===== src/rtl/lcd_pkg.sv =====
// Shared definitions for the character-LCD refresh controller.
// Holds the HD44780 command bytes, the sequencer state encoding and the
// common timer width, plus the lookup for the power-up command list.
package lcd_pkg;

  // Wide enough for the longest wait (power-up idle and Clear Display).
  localparam int CNT_W = 20;

  localparam logic [7:0] CMD_FUNCSET = 8'h38; // 8-bit bus, 2 lines, 5x8 font
  localparam logic [7:0] CMD_DISPON  = 8'h0C; // display on, cursor off
  localparam logic [7:0] CMD_CLEAR   = 8'h01; // clear display (slow command)
  localparam logic [7:0] CMD_ENTRY   = 8'h06; // entry mode: increment
  localparam logic [7:0] CMD_LINE1   = 8'h80; // DDRAM address 0x00
  localparam logic [7:0] CMD_LINE2   = 8'hC0; // DDRAM address 0x40

  // Index of the final entry of the power-up command list.
  localparam logic [2:0] INIT_LAST = 3'd6;

  typedef enum logic [2:0] {
    PWR_WAIT,
    INIT,
    ADDR1,
    ADDR2,
    DATA
  } state_t;

  // Power-up command list: four function sets, display on, clear, entry mode.
  function automatic logic [7:0] init_cmd(input logic [2:0] step);
    case (step)
      3'd0, 3'd1, 3'd2, 3'd3: init_cmd = CMD_FUNCSET;
      3'd4:                   init_cmd = CMD_DISPON;
      3'd5:                   init_cmd = CMD_CLEAR;
      default:                init_cmd = CMD_ENTRY;
    endcase
  endfunction

endpackage


===== src/rtl/lcd_bus_write.sv =====
// Purpose: one HD44780 write cycle - setup, E pulse, hold, then execution wait.
// Latency: E rises T_SETUP cycles after start; done is high in the last wait cycle.
// Backpressure: start is honoured only when idle or in the done cycle (back-to-back).
// Ports: start/rs/data_byte/is_clear request a write; lcd_rs/lcd_e/lcd_db drive the
// panel (all registered); done flags completion combinationally from the timer.
module lcd_bus_write import lcd_pkg::*; #(
  parameter int T_SETUP = 4,
  parameter int T_EPW   = 16,
  parameter int T_HOLD  = 4,
  parameter int T_EXEC  = 2500,
  parameter int T_CLEAR = 100000
) (
  input  logic       clk,
  input  logic       rst,
  input  logic       start,
  input  logic       rs,
  input  logic [7:0] data_byte,
  input  logic       is_clear,
  output logic       lcd_rs,
  output logic       lcd_e,
  output logic [7:0] lcd_db,
  output logic       done
);

  typedef enum logic [2:0] {B_IDLE, B_SETUP, B_PULSE, B_HOLD, B_WAIT} phase_t;

  phase_t           phase;
  logic [CNT_W-1:0] cnt;
  logic             clr;
  logic [CNT_W-1:0] wait_last;
  logic             load;

  assign wait_last = clr ? CNT_W'(T_CLEAR - 1) : CNT_W'(T_EXEC - 1);
  assign done      = (phase == B_WAIT) && (cnt == wait_last);
  // Accepting a new byte in the done cycle keeps consecutive commands gap-free.
  assign load      = start && ((phase == B_IDLE) || done);

  always_ff @(posedge clk or negedge rst) begin
    if (!rst) begin
      phase  <= B_IDLE;
      cnt    <= '0;
      clr    <= 1'b0;
      lcd_rs <= 1'b0;
      lcd_e  <= 1'b0;
      lcd_db <= '0;
    end else begin
      cnt <= cnt + CNT_W'(1);
      case (phase)
        B_IDLE: cnt <= '0;
        B_SETUP:
          if (cnt == CNT_W'(T_SETUP - 1)) begin
            lcd_e <= 1'b1;
            phase <= B_PULSE;
            cnt   <= '0;
          end
        B_PULSE:
          if (cnt == CNT_W'(T_EPW - 1)) begin
            lcd_e <= 1'b0;
            phase <= B_HOLD;
            cnt   <= '0;
          end
        B_HOLD:
          if (cnt == CNT_W'(T_HOLD - 1)) begin
            phase <= B_WAIT;
            cnt   <= '0;
          end
        B_WAIT:
          if (done) begin
            phase <= B_IDLE;
            cnt   <= '0;
          end
        default: phase <= B_IDLE;
      endcase
      // RS/DB only ever change here, i.e. never while E is high or holding.
      if (load) begin
        lcd_rs <= rs;
        lcd_db <= data_byte;
        clr    <= is_clear;
        phase  <= B_SETUP;
        cnt    <= '0;
      end
    end
  end

endmodule


===== src/rtl/lcd_refresh_ctrl.sv =====
// Purpose: HD44780 16x2 power-up sequencer followed by continuous screen refresh.
// Latency: char_in is sampled FETCH_LAT cycles after index changes; no gap between frames.
// Backpressure: none; the panel timing is fixed and upstream must follow index.
// Ports: char_in is the registered byte for index; lcd_* drive the panel (write only);
// init_done stays high after power-up; frame_done pulses once after position 31.
module lcd_refresh_ctrl import lcd_pkg::*; #(
  parameter int T_PWRUP   = 750000,
  parameter int T_SETUP   = 4,
  parameter int T_EPW     = 16,
  parameter int T_HOLD    = 4,
  parameter int T_EXEC    = 2500,
  parameter int T_CLEAR   = 100000,
  parameter int FETCH_LAT = 2
) (
  input  logic       clk,
  input  logic       rst,
  input  logic [7:0] char_in,
  output logic [4:0] index,
  output logic       lcd_rs,
  output logic       lcd_rw,
  output logic       lcd_e,
  output logic [7:0] lcd_db,
  output logic       init_done,
  output logic       frame_done
);

  state_t           state;
  logic [CNT_W-1:0] cnt;
  logic [2:0]       step;
  logic             fetching;

  logic             start;
  logic             wr_rs;
  logic [7:0]       wr_byte;
  logic             wr_done;
  logic             pwr_last;
  logic             fetch_last;

  assign lcd_rw     = 1'b0;
  assign pwr_last   = (cnt == CNT_W'(T_PWRUP - 1));
  assign fetch_last = fetching && (cnt == CNT_W'(FETCH_LAT - 1));

  // Each state's command is launched on the cycle that enters it, so the state
  // means "this command is in flight" and no bus cycle is lost between bytes.
  always_comb begin
    start   = 1'b0;
    wr_rs   = 1'b0;
    wr_byte = CMD_FUNCSET;
    case (state)
      PWR_WAIT: start = pwr_last;
      INIT:
        if (wr_done) begin
          start   = 1'b1;
          wr_byte = (step == INIT_LAST) ? CMD_LINE1 : init_cmd(step + 3'd1);
        end
      DATA:
        if (fetch_last) begin
          start   = 1'b1;
          wr_rs   = 1'b1;
          wr_byte = char_in;
        end else if (wr_done && (index == 5'd15)) begin
          start   = 1'b1;
          wr_byte = CMD_LINE2;
        end else if (wr_done && (index == 5'd31)) begin
          start   = 1'b1;
          wr_byte = CMD_LINE1;
        end
      default: ;
    endcase
  end

  always_ff @(posedge clk or negedge rst) begin
    if (!rst) begin
      state      <= PWR_WAIT;
      cnt        <= '0;
      step       <= '0;
      fetching   <= 1'b0;
      index      <= '0;
      init_done  <= 1'b0;
      frame_done <= 1'b0;
    end else begin
      frame_done <= 1'b0;
      case (state)
        PWR_WAIT:
          if (pwr_last) begin
            state <= INIT;
            step  <= '0;
            cnt   <= '0;
          end else begin
            cnt <= cnt + CNT_W'(1);
          end
        INIT:
          if (wr_done) begin
            if (step == INIT_LAST) begin
              init_done <= 1'b1;
              index     <= '0;
              state     <= ADDR1;
            end else begin
              step <= step + 3'd1;
            end
          end
        ADDR1, ADDR2:
          if (wr_done) begin
            state    <= DATA;
            fetching <= 1'b1;
            cnt      <= '0;
          end
        DATA:
          if (fetching) begin
            // Give the upstream register FETCH_LAT cycles to follow index.
            if (fetch_last) begin
              fetching <= 1'b0;
              cnt      <= '0;
            end else begin
              cnt <= cnt + CNT_W'(1);
            end
          end else if (wr_done) begin
            if (index == 5'd15) begin
              index <= 5'd16;
              state <= ADDR2;
            end else if (index == 5'd31) begin
              index      <= '0;
              frame_done <= 1'b1;
              state      <= ADDR1;
            end else begin
              index    <= index + 5'd1;
              fetching <= 1'b1;
              cnt      <= '0;
            end
          end
        default: state <= PWR_WAIT;
      endcase
    end
  end

  lcd_bus_write #(
    .T_SETUP (T_SETUP),
    .T_EPW   (T_EPW),
    .T_HOLD  (T_HOLD),
    .T_EXEC  (T_EXEC),
    .T_CLEAR (T_CLEAR)
  ) u_bus (
    .clk       (clk),
    .rst       (rst),
    .start     (start),
    .rs        (wr_rs),
    .data_byte (wr_byte),
    .is_clear  (!wr_rs && (wr_byte == CMD_CLEAR)),
    .lcd_rs    (lcd_rs),
    .lcd_e     (lcd_e),
    .lcd_db    (lcd_db),
    .done      (wr_done)
  );

endmodule


===== config.mk =====
export PLATFORM = sky130hd
export DESIGN_NAME = lcd_refresh_ctrl
export DESIGN_NICKNAME = d
export VERILOG_FILES = /design/src/rtl/lcd_pkg.sv /design/src/rtl/lcd_bus_write.sv /design/src/rtl/lcd_refresh_ctrl.sv
export SDC_FILE = /design/constraint.sdc
export NUM_CORES = 1
export LEC_CHECK = 0
export CORE_AREA = 3 3 88 90
export CTS_CLUSTER_SIZE = 10
export DETAILED_ROUTE_END_ITERATION = 10
export DIE_AREA = 0 0 91 93
export PLACE_DENSITY = 0.74
export SLEW_MARGIN = 40
export SYNTH_ARGS = -nofsm -noshare
export SYNTH_HDL_FRONTEND = slang
export SYNTH_SLANG_ARGS = --single-unit

===== constraint.sdc =====
create_clock -name clk -period 3.1 [get_ports clk]
set_input_delay 0.31 -clock clk [delete_from_list [all_inputs] [get_ports clk]]
set_output_delay 0.31 -clock clk [all_outputs]
set_load 0.01 [all_outputs]

==> results.py <==
metrics = {
    "sta": {
        "slew_headroom": 0.617,
        "setup_ws_ps": 300,
        "tightestPinTransition_ps": 571,
        "period_minus_slack_ps": 2800,
        "fin_tns_setup_ps": 0,
        "rsz0062_at_grt": "false",
        "final-max-slew-violation-count": 0,
        "setup_violations": 0,
        "fin_skew_ps": 15.4,
        "period_share": 0.903,
        "max_clock_freq_ghz": 0.357,
        "hold_violations": 0,
    },
    "critical_path": {
        "path_cells": "or4_4 > nor4_4 > o211a_2 > a31oi_2 > a22o_1 > o41ai_1",
        "worstSetupPathType": "register to register",
        "endpoint_kind": "register",
        "worst_ep_required_time_ps": 3340,
        "startpoint_type": "register",
        "crit_start": "u_bus.cnt[4]$_DFF_PN0_",
        "r2r_start": "u_bus.cnt[4]$_DFF_PN0_",
        "slowest_delay_ps": 570,
        "slowest_stage": "or4_4",
        "worstPathMaxFanout": 12,
        "critical_path_arrival_ps": 3040,
    },
    "die": {
        "floorplan.die_area_um2": 8460,
        "fp.dieW_um": 91,
        "die_h_um": 93,
        "rows": 31,
        "coreArea_um2": 7140,
        "initial_core_util": 0.574,
        "num_io_pins": 28,
    },
    "synthesis": {
        "synth_edf_count": 0,
        "ys_warn_count": 0,
        "syn_area_per_cell_um2": 9.14,
        "ys_ff_latch": 68,
        "synth-main-ff-cell": "dfrtp_1",
        "synth_area_um2": 4100,
        "yosysSeqAreaShare": 0.415,
        "synth_cell_type_count": 63,
        "async_flop_share": 1.00,
        "synthCells": 448,
        "synth_nets": 471,
    },
    "global_route": {
        "grt_pass1_wl_um": 16400,
        "grt_antenna_before_repair": 0,
        "first_global_vias": 3255,
        "overflow": 0,
        "grt_usage": 0.243,
        "grt_max_degree": 46,
    },
    "clock_network": {
        "cts_buffer_depth": 2,
        "cts_buffers": 9,
        "root_buffer": "clkbuf_8",
        "clock_sinks": 68,
        "clk_pin_slew_ps": 80,
        "cts_tree": "yes",
        "htreeDepth": 3,
        "cts_setup_buffers": 0,
        "cts_hold_buf": 1,
        "post_cts_resize_count": 0,
        "clk_latency_ps": 350,
    },
    "run_status": {
        "outcome": "complete, no violations",
    },
    "run": {
        "cap_violations": 0,
    },
    "min_path": {
        "hp-class": "primary input to asynchronous set/reset pin",
    },
    "drt": {
        "first_pass_iters": 5,
        "drc_errors": 0,
        "drt_iter0_markers": 245,
        "wl_per_cell_um": 16.8,
        "wl_um": 9780,
        "vias_per_cell": 6.11,
        "ant_nets": 0,
        "num_vias": 3561,
    },
    "final_layout": {
        "antennaDiodeCount": 0,
        "nNetsFinal": 502,
        "drive_gt1_frac": 0.107,
        "area_growth_pct": 15.3,
    },
    "place": {
        "portBuffers": 26,
        "place_ws_ps": 326,
        "post-dp-hpwl_um": 6930,
        "gp_congestion": 0.896,
    },
    "power": {
        "p_per_area_nw_per_um2": 378,
        "leakage_nw": 2.03,
        "peakVddDrop_mv": 0.250,
    },
}
path summary, 6_finish.rpt:
check | cells after the start | slack (ps) | to
worst max-delay path | 6 | 300 | cnt[9]$_DFFE_PN0P_
worst min-delay path | 2 | 480 | step[2]$_DFFE_PN0P_
worst max register to register | 6 | 300 | cnt[9]$_DFFE_PN0P_
worst min register to register | 1 | 500 | u_bus.cnt[0]$_DFF_PN0_
max in group asynchronous | 3 | 1640 | u_bus.cnt[7]$_DFF_PN0_
min in group clk | 1 | 500 | u_bus.cnt[0]$_DFF_PN0_
registers in the layout, indices dropped and copies added, names as in the netlist:
register      count
u_bus.clr         1
state             3
u_bus.lcd_rs      1
u_bus.lcd_db      8
index             5
init_done         1
frame_done        1
step              3
fetching          1
cnt              20
u_bus.lcd_e       1
u_bus.phase       3
u_bus.cnt        20
cell type report:
type                       instances  area (um2)
tap                               99         124
clock buffer                      13         169
inverter                          19        71.3
clock inverter                     3        67.6
multi-input combinational        343        2240
sequential                        68        1700
fill                             611        2410
timing repair buffer              38         348
cells in the mapped netlist, types with 11 or more instances:
master / number / share of area
nand2_1: 40 / 0.037
xor2_1: 12 / 0.026
a21oi_1: 14 / 0.017
nor2_1: 54 / 0.049
a22o_1: 17 / 0.036
and3_1: 13 / 0.020
nand4_1: 13 / 0.020
nand3_1: 25 / 0.031
inv_1: 19 / 0.017
nor3_1: 11 / 0.013
ha_1: 13 / 0.040
dfrtp_1: 68 / 0.42
critical path: cells and delay by family (launching register included):
kind	cells	cell delay, ps
AO/OA/AOI/OAI	4	1380
AND/OR/NAND/NOR	2	880
flip-flops	1	440
kinds of logic after synthesis:
group                      after synthesis  share of synthesized area
other                                    1                   0.000915
DFF                                     68                      0.415
adders and majority gates               13                     0.0397
muxes                                   11                     0.0293
buffers and inverters                   37                     0.0385
AOI/OAI and AO/OA                      101                      0.186
xor gates and xnor gates                20                     0.0428
and+or+nand+nor                        197                      0.247
where the power goes:
group / total (mW) / switching (mW) / leakage [nW] / internal, mW
Combinational: 0.0301 / 0.0192 / 0.988 / 0.0109
Sequential: 0.886 / 0 / 0.931 / 0.886
Clock: 0.868 / 0.348 / 0.116 / 0.520
metrics by stage:
| stage | power [mW] | instances | util | hold WS (ps) | area (um2) |
|---|---|---|---|---|---|
| finish | 1.78 | 583 | 0.662 | 482 | 4720 |
| global route | 1.85 | 583 | 0.662 | 518 | 4720 |
| CTS | 1.80 | 583 | 0.662 | 473 | 4720 |
| detailed placement | 0.934 | 566 | 0.627 | 321 | 4480 |
| global placement | 0.934 | 566 | 0.627 | 322 | 4480 |
| floorplan | 0.906 | 448 | - | 14.4 | 4100 |
layer usage:
metal	global-route usage	part of all wire
met1	0.344	0.47
met2	0.375	0.46
met3	0.0410	0.058
met4	0.0905	0.0087
met5	0	0
cell usage in the layout, fill, tap and decap left out, types with 4 or more instances in the layout:
| cell type | Yosys | routed |
|---|---|---|
| dfrtp_1 | 68 | 68 |
| nor2_1 | 54 | 54 |
| nand2_1 | 40 | 40 |
| nand3_1 | 25 | 25 |
| clkdlybuf4s50_1 | 0 | 25 |
| inv_1 | 19 | 19 |
| a22o_1 | 17 | 17 |
| a21oi_1 | 14 | 14 |
| and3_1 | 13 | 13 |
| nand4_1 | 13 | 13 |
| ha_1 | 13 | 13 |
| xor2_1 | 12 | 12 |
| clkbuf_8 | 0 | 12 |
| nor3_1 | 11 | 11 |
| buf_4 | 2 | 11 |
| o21ai_1 | 10 | 10 |
| a31oi_1 | 9 | 8 |
| xnor2_1 | 8 | 8 |
| nor4_1 | 7 | 7 |
| o21ai_0 | 6 | 6 |
| mux2_2 | 6 | 6 |
| o31ai_1 | 5 | 5 |
| or2_2 | 4 | 4 |
| nor3b_1 | 4 | 4 |
| o221ai_1 | 4 | 4 |
| o41ai_2 | 4 | 4 |
| a32oi_1 | 4 | 4 |
No activity file was read; power rests on OpenSTA's default activity.
